`src/rtl/stamp_fifo.sv`:
```
// Capture-event detector feeding a first-word-fall-through FIFO with a saturating drop counter.
// Optional macro STAMP_DELTA_EN pushes the period between captures instead of the raw word.
module stamp_fifo #(
  parameter int WIDTH      = 32,
  parameter int DEPTH_LOG2 = 3,
  parameter int OVF_BITS   = 16
) (
  input  logic                  clk,
  input  logic                  reset,
  input  logic [WIDTH-1:0]      cap_value,
  input  logic                  cap_strobe,
  input  logic                  rd_ready,
  output logic                  rd_valid,
  output logic [WIDTH-1:0]      rd_data,
  output logic [DEPTH_LOG2:0]   level,
  output logic [OVF_BITS-1:0]   ovf_count,
  input  logic                  ovf_clear
);

  localparam int DEPTH = 1 << DEPTH_LOG2;
  localparam logic [DEPTH_LOG2:0] LVL_FULL = (DEPTH_LOG2 + 1)'(DEPTH);

  logic                  strobe_q, strobe_d;
  logic [DEPTH_LOG2-1:0] wr_ptr_q, wr_ptr_d;
  logic [DEPTH_LOG2-1:0] rd_ptr_q, rd_ptr_d;
  logic [DEPTH_LOG2:0]   level_q, level_d;
  logic [OVF_BITS-1:0]   ovf_q, ovf_d;
  logic [WIDTH-1:0]      mem [DEPTH];

  logic                  cap_event;
  logic                  push_req;
  logic                  push_acc;
  logic                  drop;
  logic                  pop;
  logic                  full;
  logic [WIDTH-1:0]      push_word;

`ifdef STAMP_DELTA_EN
  logic [WIDTH-1:0]      prev_value_q, prev_value_d;
  logic                  primed_q, primed_d;

  // The very first capture has no predecessor, so it only primes the reference.
  always_comb begin
    prev_value_d = prev_value_q;
    primed_d     = primed_q;
    if (cap_event) begin
      prev_value_d = cap_value;
      primed_d     = 1'b1;
    end
  end

  always_ff @(posedge clk or posedge reset) begin
    if (reset) begin
      prev_value_q <= '0;
      primed_q     <= 1'b0;
    end else begin
      prev_value_q <= prev_value_d;
      primed_q     <= primed_d;
    end
  end

  assign push_word = cap_value - prev_value_q;
  assign push_req  = cap_event & primed_q;
`else
  assign push_word = cap_value;
  assign push_req  = cap_event;
`endif

  assign cap_event = cap_strobe & ~strobe_q;
  assign rd_valid  = (level_q != '0);
  assign full      = (level_q == LVL_FULL);
  assign pop       = rd_valid & rd_ready;
  // A pop frees the head slot on the same edge, so a full FIFO can still accept.
  assign push_acc  = push_req & (~full | pop);
  assign drop      = push_req & full & ~pop;

  assign rd_data   = rd_valid ? mem[rd_ptr_q] : '0;
  assign level     = level_q;
  assign ovf_count = ovf_q;

  always_comb begin
    strobe_d = cap_strobe;
    wr_ptr_d = wr_ptr_q;
    rd_ptr_d = rd_ptr_q;
    level_d  = level_q;
    ovf_d    = ovf_q;

    if (push_acc) wr_ptr_d = wr_ptr_q + DEPTH_LOG2'(1);
    if (pop)      rd_ptr_d = rd_ptr_q + DEPTH_LOG2'(1);

    if (push_acc && !pop)      level_d = level_q + (DEPTH_LOG2 + 1)'(1);
    else if (!push_acc && pop) level_d = level_q - (DEPTH_LOG2 + 1)'(1);

    // Clear wins over a coincident drop; that drop goes uncounted.
    if (ovf_clear)                ovf_d = '0;
    else if (drop && ovf_q != '1) ovf_d = ovf_q + OVF_BITS'(1);
  end

  always_ff @(posedge clk or posedge reset) begin
    if (reset) begin
      strobe_q <= 1'b0;
      wr_ptr_q <= '0;
      rd_ptr_q <= '0;
      level_q  <= '0;
      ovf_q    <= '0;
    end else begin
      strobe_q <= strobe_d;
      wr_ptr_q <= wr_ptr_d;
      rd_ptr_q <= rd_ptr_d;
      level_q  <= level_d;
      ovf_q    <= ovf_d;
    end
  end

  always_ff @(posedge clk) begin
    if (push_acc) mem[wr_ptr_q] <= push_word;
  end

endmodule
```
`config.mk`:
```
export PLATFORM = sky130hd
export DESIGN_NAME = stamp_fifo
export DESIGN_NICKNAME = d
export VERILOG_FILES = /design/src/rtl/stamp_fifo.sv
export SDC_FILE = /design/constraint.sdc
export NUM_CORES = 1
export LEC_CHECK = 0
export CORE_MARGIN = 2
export CORE_UTILIZATION = 40
export CTS_CLUSTER_SIZE = 10
export DETAILED_ROUTE_END_ITERATION = 8
export GPL_TIMING_DRIVEN = 1
export MAX_ROUTING_LAYER = met4
export PLACE_DENSITY_LB_ADDON = 0.1
export SKIP_LAST_GASP = 1
export SLEW_MARGIN = 25
export SYNTH_ARGS = -nofsm -noshare
export SYNTH_HDL_FRONTEND = slang
export SYNTH_SLANG_ARGS = --single-unit
```
`constraint.sdc`:
```
create_clock -name clk -period 4.7 [get_ports clk]
set_input_delay 0.47 -clock clk [delete_from_list [all_inputs] [get_ports clk]]
set_output_delay 0.47 -clock clk [all_outputs]
set_load 0.005 [all_outputs]
```
==> results of run 1 <==
==> power by group through the flow <==
stage / combinational (W) / clock [W] / sequential [W]
CTS: 0.00221 / 0.00229 / 0.00332
finish: 0.00215 / 0.00221 / 0.00330
floorplan: 0.00141 / 0 / 0.00310
global route: 0.00236 / 0.00239 / 0.00335
detailed placement: 0.00221 / 0 / 0.00337
global placement: 0.00217 / 0 / 0.00336
==> synth_stat cells <==
| cell type | number |
|---|---|
| clkbuf_2 | 1 |
| buf_6 | 1 |
| xnor2_1 | 21 |
| and4bb_2 | 1 |
| nor3_1 | 3 |
| fa_1 | 1 |
| and4_4 | 1 |
| edfxtp_1 | 256 |
| mux2i_1 | 33 |
| ha_1 | 6 |
| inv_2 | 1 |
| nand4_1 | 4 |
| a21oi_1 | 2 |
| nand2_2 | 1 |
| and4_1 | 3 |
| nor2_1 | 55 |
| a2111oi_4 | 2 |
| xor2_1 | 2 |
| nand4_2 | 1 |
| a211oi_1 | 7 |
| mux2_2 | 1 |
| buf_2 | 13 |
| nand3_1 | 6 |
| clkbuf_1 | 7 |
| nor2_2 | 1 |
| nand2_1 | 9 |
| dfrtp_1 | 27 |
| nor3_2 | 1 |
| buf_1 | 5 |
| nor4_2 | 4 |
| nand2b_1 | 3 |
| inv_1 | 7 |
| a21o_1 | 1 |
| mux4_2 | 64 |
| a311oi_2 | 1 |
| o21ai_0 | 1 |
| mux2_1 | 2 |
| a2111oi_2 | 1 |
==> sequential cells by signal (all words and copies together) (netlist names) <==
register   cells
rd_ptr_q       3
level          4
wr_ptr_q       3
strobe_q       1
mem          256
ovf_count     16
==> kinds of logic (layout without fill, tap and decap cells) <==
group / count (synthesis) / count (layout)
DFF: 283 / 283
and+or+nand+nor: 93 / 93
muxes: 100 / 100
AOI/OAI and AO/OA: 15 / 15
adders and majority gates: 7 / 7
xor gates and xnor gates: 23 / 23
buffers and inverters: 35 / 155
==> per-stage QoR <==
stage / setup WS, ns / util, %
3_5_place_dp: 1.300 / 46.05
3_3_place_gp: 1.390 / 45.64
5_1_grt: 0.9394 / 49.36
2_1_floorplan: 0.8073 / -
4_1_cts: 1.075 / 49.36
6_report: 1.176 / 49.36
==> cell type report <==
cell class / instances / area (um2) / share of cell area [%]
Sequential cell: 283 / 8372 / 61.22
Timing Repair Buffer: 102 / 1094 / 7.997
Clock inverter: 4 / 38.79 / 0.2836
Clock buffer: 41 / 877.1 / 6.414
Multi-Input combinational cell: 238 / 2790 / 20.40
Tap cell: 378 / 473.0 / 3.459
Inverter: 8 / 30.03 / 0.2196
==> critical path, stage by stage, from the launching register on <==
cell,delay [ns]
dfrtp_4,0.81
buf_12,0.40
mux4_2,0.55
mux2i_1,0.21
nor2_1,0.09
clkdlybuf4s50_1,0.47
==> worst min path at each step <==
stage                     depth (start not counted)  slack, ns                   endpoint                    start
after global placement                            1       0.50    wr_ptr_q[0]$_DFFE_PP0P_  wr_ptr_q[0]$_DFFE_PP0P_
after CTS                                         2       0.37  ovf_count[11]$_DFFE_PP0P_                    reset
final                                             2       0.37  ovf_count[11]$_DFFE_PP0P_                    reset
after floorplan                                   1       0.48    wr_ptr_q[0]$_DFFE_PP0P_  wr_ptr_q[0]$_DFFE_PP0P_
after detailed placement                          1       0.52    wr_ptr_q[0]$_DFFE_PP0P_  wr_ptr_q[0]$_DFFE_PP0P_
after global routing                              2       0.41  ovf_count[11]$_DFFE_PP0P_                    reset
==> layout by cell type (no fill, tap or decap), drive strengths merged, types with 7 or more instances in the layout <==
cell type and count:
buf 13, mux2i 33, mux4 64, a211oi 7, nand2 10, xnor2 21
dfrtp 27, clkdlybuf4s50 89, nor2 56, clkbuf 41, inv 10, edfxtp 256
==> per-layer routing <==
metal	vias to the layer above	share of wire [%]
li1	2454	-
met1	2864	43
met2	108	52
met3	35	3.4
met4	0	1.6
met5	-	0
==> results.py, run 1 <==
metrics = {
    "synth": {
        "synth_top_cell_area_share_pct": 68.36,
        "synth_fa_ha_area_share_pct": 0.8456,
        "ys_types": 38,
        "synth_top_family_by_area": "multiplexers",
        "seq_area_frac_synth_pct": 74.37,
        "ys_warn_count": 0,
        "synth_xor_area_share_pct": 1.791,
        "yosys.area.top_type": "edfxtp_1",
        "synth_compound_area_share_pct": 1.424,
        "syn_area_um2": 11250,
        "syn_nets": 600,
        "synth.area.top_cells": "edfxtp_1 68%, mux4_2 13%, dfrtp_1 6.0%, mux2i_1 2.9%, nor2_1 1.8%",
        "synthSimpleGateAreaFrac_pct": 4.128,
        "synthMuxAreaShare_pct": 16.05,
        "ys_ff_latch": 283,
        "syn_inst": 556,
        "avgSynthCellArea_um2": 20.23,
    },
    "worst_setup_path": {
        "crit_required_ns": 4.23,
        "reg2reg_depth": 5,
        "rrSetupSlack_ns": 1.69,
        "cp-start-kind": "flop",
        "r2r_start": "level[0]$_DFFE_PP0P_",
        "worstSetupStartpoint": "rd_ptr_q[0]$_DFFE_PP0N_",
        "crit_path_end_kind": "primary output",
        "rr_endpoint": "mem[2][10]$_DFFE_PP_",
        "setup.worst_path.class": "reg2out",
        "endpoint": "rd_data[0]",
        "arrival_ns": 3.05,
        "critPathMaxFanout": 40,
    },
    "sta": {
        "rsz0062_at_grt": "no",
        "final-setup-viol-count": 0,
        "max_freq_mhz": 283.8,
        "maxSlewHeadroom_pct": 42.28,
        "layout_min_cycle_time_ns": 3.524,
        "min_period_over_period_pct": 74.97,
        "hold_slack_ns": 0.3697,
        "maxSlewViolCount": 0,
        "finalHoldViolations": 0,
        "finClkSkew_ns": 0.02156,
        "setup_tns_ns": 0,
        "worst_pin_slew_ns": 0.8638,
    },
    "placement": {
        "placed_area_um2": 12760,
        "io_buffers": 89,
        "hpwl_um": 13220,
        "place_inst": 1009,
        "gp_congestion": 0.7348,
    },
    "flow_run": {
        "maxCapViolCount": 0,
    },
    "power_and_ir_drop": {
        "intPower_w": 0.005575,
        "power_frac_comb_pct": 28.1,
        "clockPowerShare_pct": 28.9,
        "powerDensity_nw_per_um2": 560.4,
        "power_switching_w": 0.002089,
        "p_leak_nw": 4.451,
        "finalPower_w": 0.007663,
        "irDropWorstVdd_uv": 311.2,
        "switching_share_pct": 27.25,
        "sequentialPowerShare_pct": 43.1,
    },
    "cells_and_area": {
        "fin_nets": 711,
        "fill_cells": 2267,
        "drive_above_1_share_pct": 21.15,
        "syn_to_final_growth_pct": 21.60,
        "final_cell_area_um2": 13670,
        "fin_cells": 1054,
        "antenna_cells": 0,
    },
    "floorplan": {
        "initial_core_util_pct": 40.59,
        "core_area_um2": 27710,
        "boundaryPins": 90,
        "fp.dieW_um": 171.7,
        "rows": 61,
        "die_area_um2": 29470,
        "die_h_um": 171.7,
    },
    "global_routing": {
        "grt_max_degree": 41,
        "grt_pass1_wl_um": 34600,
        "antenna_found_initial": 0,
        "grt.met3_usage_pct": 2.830,
        "grt_overflow_total": 0,
        "grt_pass1_vias": 5887,
        "gr-usage-met1_pct": 20.46,
        "grt_use_total_pct": 16.29,
        "grt_busiest_layer": "met2",
        "grtUsageMet2_pct": 27.64,
    },
    "hold_path": {
        "hp-class": "in2async",
    },
    "route": {
        "drt_wl_total_um": 22210,
        "ant_nets": 0,
        "vias_per_cell": 5.181,
        "firstDrtPassIters": 4,
        "wl_per_cell_um": 21.07,
        "num_vias": 5461,
        "drcViolationCount": 0,
        "initialDrtViolationCount": 308,
    },
    "clock_network": {
        "cts_tree": "done",
        "root_buffer": "clkbuf_16",
        "clk_pin_slew_ns": 0.05,
        "cts_buffers": 34,
        "hold_buffers": 0,
        "worstSkewPairLatency_ns": 0.50,
        "htreeDepth": 2,
        "clk_path_buf_depth": 3,
        "post_cts_buffers": 0,
        "cts.sinks": 283,
        "cts_resized": 0,
    },
    "outcome": {
        "status": "complete, no violations",
    },
}
No activity file was read; power rests on OpenSTA's default activity.
==> inputs of run 2 (changes only) <==
- clock period: 4.7 -> 3.17 ns (I/O delays scaled with it)
==> run 2 against run 1 <==
Clock skew decreased by 0.012 ns. Sequential cell count stayed put. Count of clock-buffer cells in the layout is 2 lower. Highest routed layer unchanged.
==> results.py, run 2 (synthesis results as in run 1) <==
metrics = {
    "outcome": {
        "status": "complete, no violations",
    },
    "sta": {
        "finalHoldViolations": 0,
        "worst_pin_slew_ns": 0.7984,
        "layout_min_cycle_time_ns": 2.991,
        "max_freq_mhz": 334.3,
        "hold_slack_ns": 0.1953,
        "min_period_over_period_pct": 94.36,
        "finClkSkew_ns": 0.009618,
        "maxSlewViolCount": 0,
        "final-setup-viol-count": 0,
        "setup_tns_ns": 0,
        "maxSlewHeadroom_pct": 46.71,
        "fin_ws_ns": 0.1788,
        "rsz0062_at_grt": "no",
    },
    "global_routing": {
        "grt_pass1_vias": 6000,
        "grt_use_total_pct": 16.76,
        "antenna_found_initial": 0,
        "grt_overflow_total": 0,
        "gr-usage-met1_pct": 22.23,
        "grt.met3_usage_pct": 2.853,
        "grt_pass1_wl_um": 35420,
        "grt_max_degree": 36,
        "grtUsageMet2_pct": 27.38,
        "grt_busiest_layer": "met2",
    },
    "floorplan": {
        "boundaryPins": 90,
        "rows": 61,
        "die_h_um": 171.7,
        "core_area_um2": 27710,
        "die_area_um2": 29470,
        "fp.dieW_um": 171.7,
        "initial_core_util_pct": 40.59,
    },
    "route": {
        "drcViolationCount": 0,
        "wl_per_cell_um": 21.41,
        "num_vias": 5557,
        "drt_wl_total_um": 22850,
        "ant_nets": 0,
        "vias_per_cell": 5.208,
        "initialDrtViolationCount": 403,
        "firstDrtPassIters": 4,
    },
    "placement": {
        "gp_congestion": 0.7804,
        "place_ws_ns": 0.4955,
        "io_buffers": 89,
        "hpwl_um": 13420,
    },
    "power_and_ir_drop": {
        "irDropWorstVdd_uv": 375.3,
        "finalPower_w": 0.01158,
        "p_leak_nw": 4.530,
        "powerDensity_nw_per_um2": 841.1,
    },
    "cells_and_area": {
        "final_cell_mix": "256 x edfxtp_1, 89 x clkdlybuf4s50_1, 64 x mux4_2",
        "largest_reg_flops": 256,
        "fin_nets": 727,
        "seqCellArea_um2": 8372,
        "antenna_cells": 0,
        "fill_cells": 2244,
        "multi_input_area_um2": 2803,
        "postLayoutCoreUtil_pct": 49.70,
        "syn_to_final_growth_pct": 22.44,
        "regMostFlops": "mem",
        "final_common_cell": "edfxtp_1",
        "drive_above_1_share_pct": 22.79,
    },
    "worst_setup_path": {
        "setup.worst_path.class": "reg2out",
        "rrSetupSlack_ns": 0.67,
        "r2r_start": "level[0]$_DFFE_PP0P_",
        "critPathMaxFanout": 35,
        "cp-start-kind": "flop",
        "rr_endpoint": "level[3]$_DFFE_PP0P_",
        "crit_path_end_kind": "primary output",
        "arrival_ns": 2.67,
        "reg2reg_depth": 10,
        "crit_required_ns": 2.85,
    },
    "clock_network": {
        "cts_tree": "done",
        "cts.sinks": 283,
        "htreeDepth": 2,
        "clk_path_buf_depth": 3,
        "cts_buffers": 34,
        "worstSkewPairLatency_ns": 0.49,
        "root_buffer": "clkbuf_16",
        "clk_pin_slew_ns": 0.06,
    },
    "flow_run": {
        "maxCapViolCount": 0,
    },
    "hold_path": {
        "hp-class": "in2async",
    },
}
-- run 2: changes by cell type in the layout (fill, tap and decap cells not counted), moves of 2 or more --
cell      before  now
nor3_4         0    2
nor3_2         3    1
buf_12         2    4
buf_4          7   25
clkbuf_1       7    4
buf_16         4    0
-- run 2: how the worst max path moves through the flow --
stage / startpoint / end / slack [ns]
floorplan: level[0]$_DFFE_PP0P_ / mem[7][0]$_DFFE_PP_ / 0.13
global placement: rd_ready / level[3]$_DFFE_PP0P_ / 0.54
detailed placement: rd_ready / level[3]$_DFFE_PP0P_ / 0.50
CTS: rd_ptr_q[0]$_DFFE_PP0N_ / rd_data[20] / 0.04
global route: rd_ptr_q[1]$_DFFE_PP0N_ / rd_data[29] / 0.06
finish: rd_ptr_q[1]$_DFFE_PP0N_ / rd_data[6] / 0.18
-- run 2: layer usage --
layer  part of all wire (%)  routed length (um)  up-vias
met1                     45               10270     2924
met3                    4.0                 909       27
met4                    1.5                 342        0
met5                      0                   0        -
li1                       -                   -     2485
met2                     50               11320      121
-- run 2: cell type report --
class                           instances  area share, %
Clock buffer                           39          6.470
Multi-Input combinational cell        238          20.35
Clock inverter                          3         0.3089
Timing Repair Buffer                  118          8.414
Tap cell                              378          3.435
Sequential cell                       283          60.80
Inverter                                8         0.2181
-- run 2: repair_timing --
action	4_1_cts	5_1_grt
hold buffers	0	0
endpoints found under the setup margin	0	8
setup buffers	0	1
resized for setup	0	0
-- run 2: critical path, stage by stage, from the launching register on --
cell and delay, ns:
dfrtp_4 0.80, buf_4 0.30, mux4_2 0.32, mux2i_1 0.20, nor2_1 0.06, clkdlybuf4s50_1 0.47
-- run 2: stage by stage --
stage,instances,area [um2]
4_1_cts,1066,13760
3_5_place_dp,1024,12830
5_1_grt,1067,13770
6_report,1067,13770
2_1_floorplan,556,11260
3_3_place_gp,1024,12830
-- run 2: report_power, final --
part / leakage, nW / internal, W / switching, W
Combinational: 1.41 / 0.00199 / 0.00147
Clock: 0.456 / 0.00204 / 0.00131
Sequential: 2.66 / 0.00442 / 0.000347
Total: 4.53 / 0.00845 / 0.00313
==> inputs of run 3 (changes only) <==
- GPL_TIMING_DRIVEN: 1 -> 0
==> run 3 against run 2 <==
Cell count is 1.6% higher. Global-route usage is 0.64 points higher. Critical path type unchanged. Fmax down 3.3%.
==> results.py, run 3 (synthesis results as in run 1) <==
metrics = {
    "clock_network": {
        "root_buffer": "clkbuf_16",
        "clk_pin_slew_ns": 0.06,
        "clk_path_buf_depth": 3,
        "hold_buffers": 0,
        "worstSkewPairLatency_ns": 0.50,
        "cts_tree": "done",
        "cts.sinks": 283,
        "post_cts_buffers": 0,
        "htreeDepth": 2,
        "cts_buffers": 34,
    },
    "cells_and_area": {
        "fin_cells": 1084,
        "syn_to_final_growth_pct": 24.58,
        "largest_reg_flops": 256,
        "final_cell_area_um2": 14010,
        "fin_nets": 741,
        "drive_above_1_share_pct": 23.86,
        "final_common_cell": "edfxtp_1",
        "regMostFlops": "mem",
        "final_cell_mix": "256 x edfxtp_1, 88 x clkdlybuf4s50_1, 64 x mux4_2",
    },
    "floorplan": {
        "boundaryPins": 90,
        "initial_core_util_pct": 40.59,
        "fp.dieW_um": 171.7,
        "die_area_um2": 29470,
        "die_h_um": 171.7,
        "rows": 61,
        "core_area_um2": 27710,
    },
    "sta": {
        "setup_tns_ns": 0,
        "hold_slack_ns": 0.1257,
        "finalHoldViolations": 0,
        "max_freq_mhz": 323.4,
        "rsz0062_at_grt": "yes",
        "min_period_over_period_pct": 97.56,
        "worst_pin_slew_ns": 0.7433,
        "maxSlewViolCount": 0,
        "fin_ws_ns": 0.07747,
        "final-setup-viol-count": 0,
        "finClkSkew_ns": 0.01236,
        "maxSlewHeadroom_pct": 50.45,
        "layout_min_cycle_time_ns": 3.093,
    },
    "global_routing": {
        "grt_use_total_pct": 17.40,
        "grt_max_degree": 28,
        "grt_pass1_wl_um": 36270,
        "antenna_found_initial": 2,
        "grt_overflow_total": 0,
        "grt_pass1_vias": 6149,
    },
    "worst_setup_path": {
        "crit_required_ns": 2.85,
        "slowest_delay_ns": 0.70,
        "arrival_ns": 2.78,
        "worstSetupStartpoint": "rd_ptr_q[1]$_DFFE_PP0N_",
        "critPathMaxFanout": 10,
        "slowest_stage": "clkdlybuf4s15_1",
        "setup.worst_path.class": "reg2out",
        "crit_path_end_kind": "primary output",
        "crit_chain": "clkdlybuf4s15_1 -> mux4_2 -> mux2i_1 -> nor2_1 -> clkdlybuf4s50_1",
        "cp-start-kind": "flop",
        "r2r_start": "level[0]$_DFFE_PP0P_",
    },
    "route": {
        "drcViolationCount": 0,
        "initialDrtViolationCount": 365,
        "vias_per_cell": 5.194,
        "drt_wl_total_um": 23850,
        "ant_nets": 0,
        "num_vias": 5630,
        "firstDrtPassIters": 5,
        "wl_per_cell_um": 22.00,
    },
    "placement": {
        "hpwl_um": 15010,
        "place_ws_ns": 0.01646,
        "io_buffers": 88,
        "place_inst": 1039,
        "gp_congestion": 0.7916,
        "placed_area_um2": 13040,
    },
    "power_and_ir_drop": {
        "p_leak_nw": 4.630,
        "irDropWorstVdd_uv": 387.3,
        "powerDensity_nw_per_um2": 829.8,
    },
    "flow_run": {
        "maxCapViolCount": 0,
    },
    "outcome": {
        "status": "complete, no violations",
    },
    "hold_path": {
        "hp-start": "ovf_clear",
        "hp-class": "in2reg",
    },
}
[run 3: changes by cell type in the layout (fill, tap and decap cells not counted), moves of 2 or more]
cell and delta:
buf_4 -25, buf_2 +11, buf_16 +10, buf_6 +9, clkbuf_2 +6, buf_12 -4, buf_8 +4, dfrtp_1 +3
clkbuf_1 +2, dfrtp_4 -2, diode_2 +2
[run 3: metrics by stage]
step | total power, W | util [%]
6_report | 0.01162 | 50.57
5_1_grt | 0.01224 | 50.57
4_1_cts | 0.01179 | 50.45
3_5_place_dp | 0.008413 | 47.05
3_3_place_gp | 0.008225 | 45.51
2_1_floorplan | 0.006687 | -
[run 3: power by group]
| part | leakage (nW) | switching, W | internal [W] |
|---|---|---|---|
| registers | 2.67 | 0.000165 | 0.00441 |
| clock network | 0.445 | 0.00137 | 0.00193 |
| logic | 1.52 | 0.00172 | 0.00204 |
| total | 4.63 | 0.00325 | 0.00837 |
[run 3: routing by layer]
layer	vias up	global-route usage [%]	share of wire [%]
met1	2969	22.75	44
met5	-	-	0
met2	118	28.25	50
met4	0	4.127	1.5
li1	2510	-	-
met3	33	3.520	4.3
[run 3: repair_timing]
action,4_1_cts,5_1_grt
pin swaps,0,0
setup endpoints to repair,32,32
resized for setup,15,8
[run 3: final cells by class]
| type | count | area (um2) |
|---|---|---|
| antenna | 2 | 5.005 |
| buffer | 27 | 177.7 |
| clock buffer | 39 | 869.6 |
| clock inverter | 4 | 38.79 |
| fill | 2285 | 13700 |
| inverter | 8 | 30.03 |
| multi-input combinational | 238 | 2803 |
| sequential | 283 | 8363 |
| tap | 378 | 473.0 |
| timing repair buffer | 105 | 1250 |
[run 3: final timing paths]
kind	endpoint	cells past startpoint	slack, ns
max in group asynchronous	level[2]$_DFFE_PP0P_	2	2.58
min	ovf_count[0]$_DFFE_PP0P_	2	0.13
max reg2reg	mem[0][12]$_DFFE_PP_	7	0.33
max	rd_data[6]	5	0.08
min reg2reg	wr_ptr_q[0]$_DFFE_PP0P_	1	0.53
min in group asynchronous	level[0]$_DFFE_PP0P_	2	0.19
[run 3: worst max-delay path, delay by kind of cell, from the launching register on]
| kind | cells | cell delay [ns] |
|---|---|---|
| buffers and inverters | 2 | 1.25 |
| multiplexers | 2 | 0.41 |
| flip-flops | 1 | 0.40 |
| AND/OR/NAND/NOR | 1 | 0.22 |
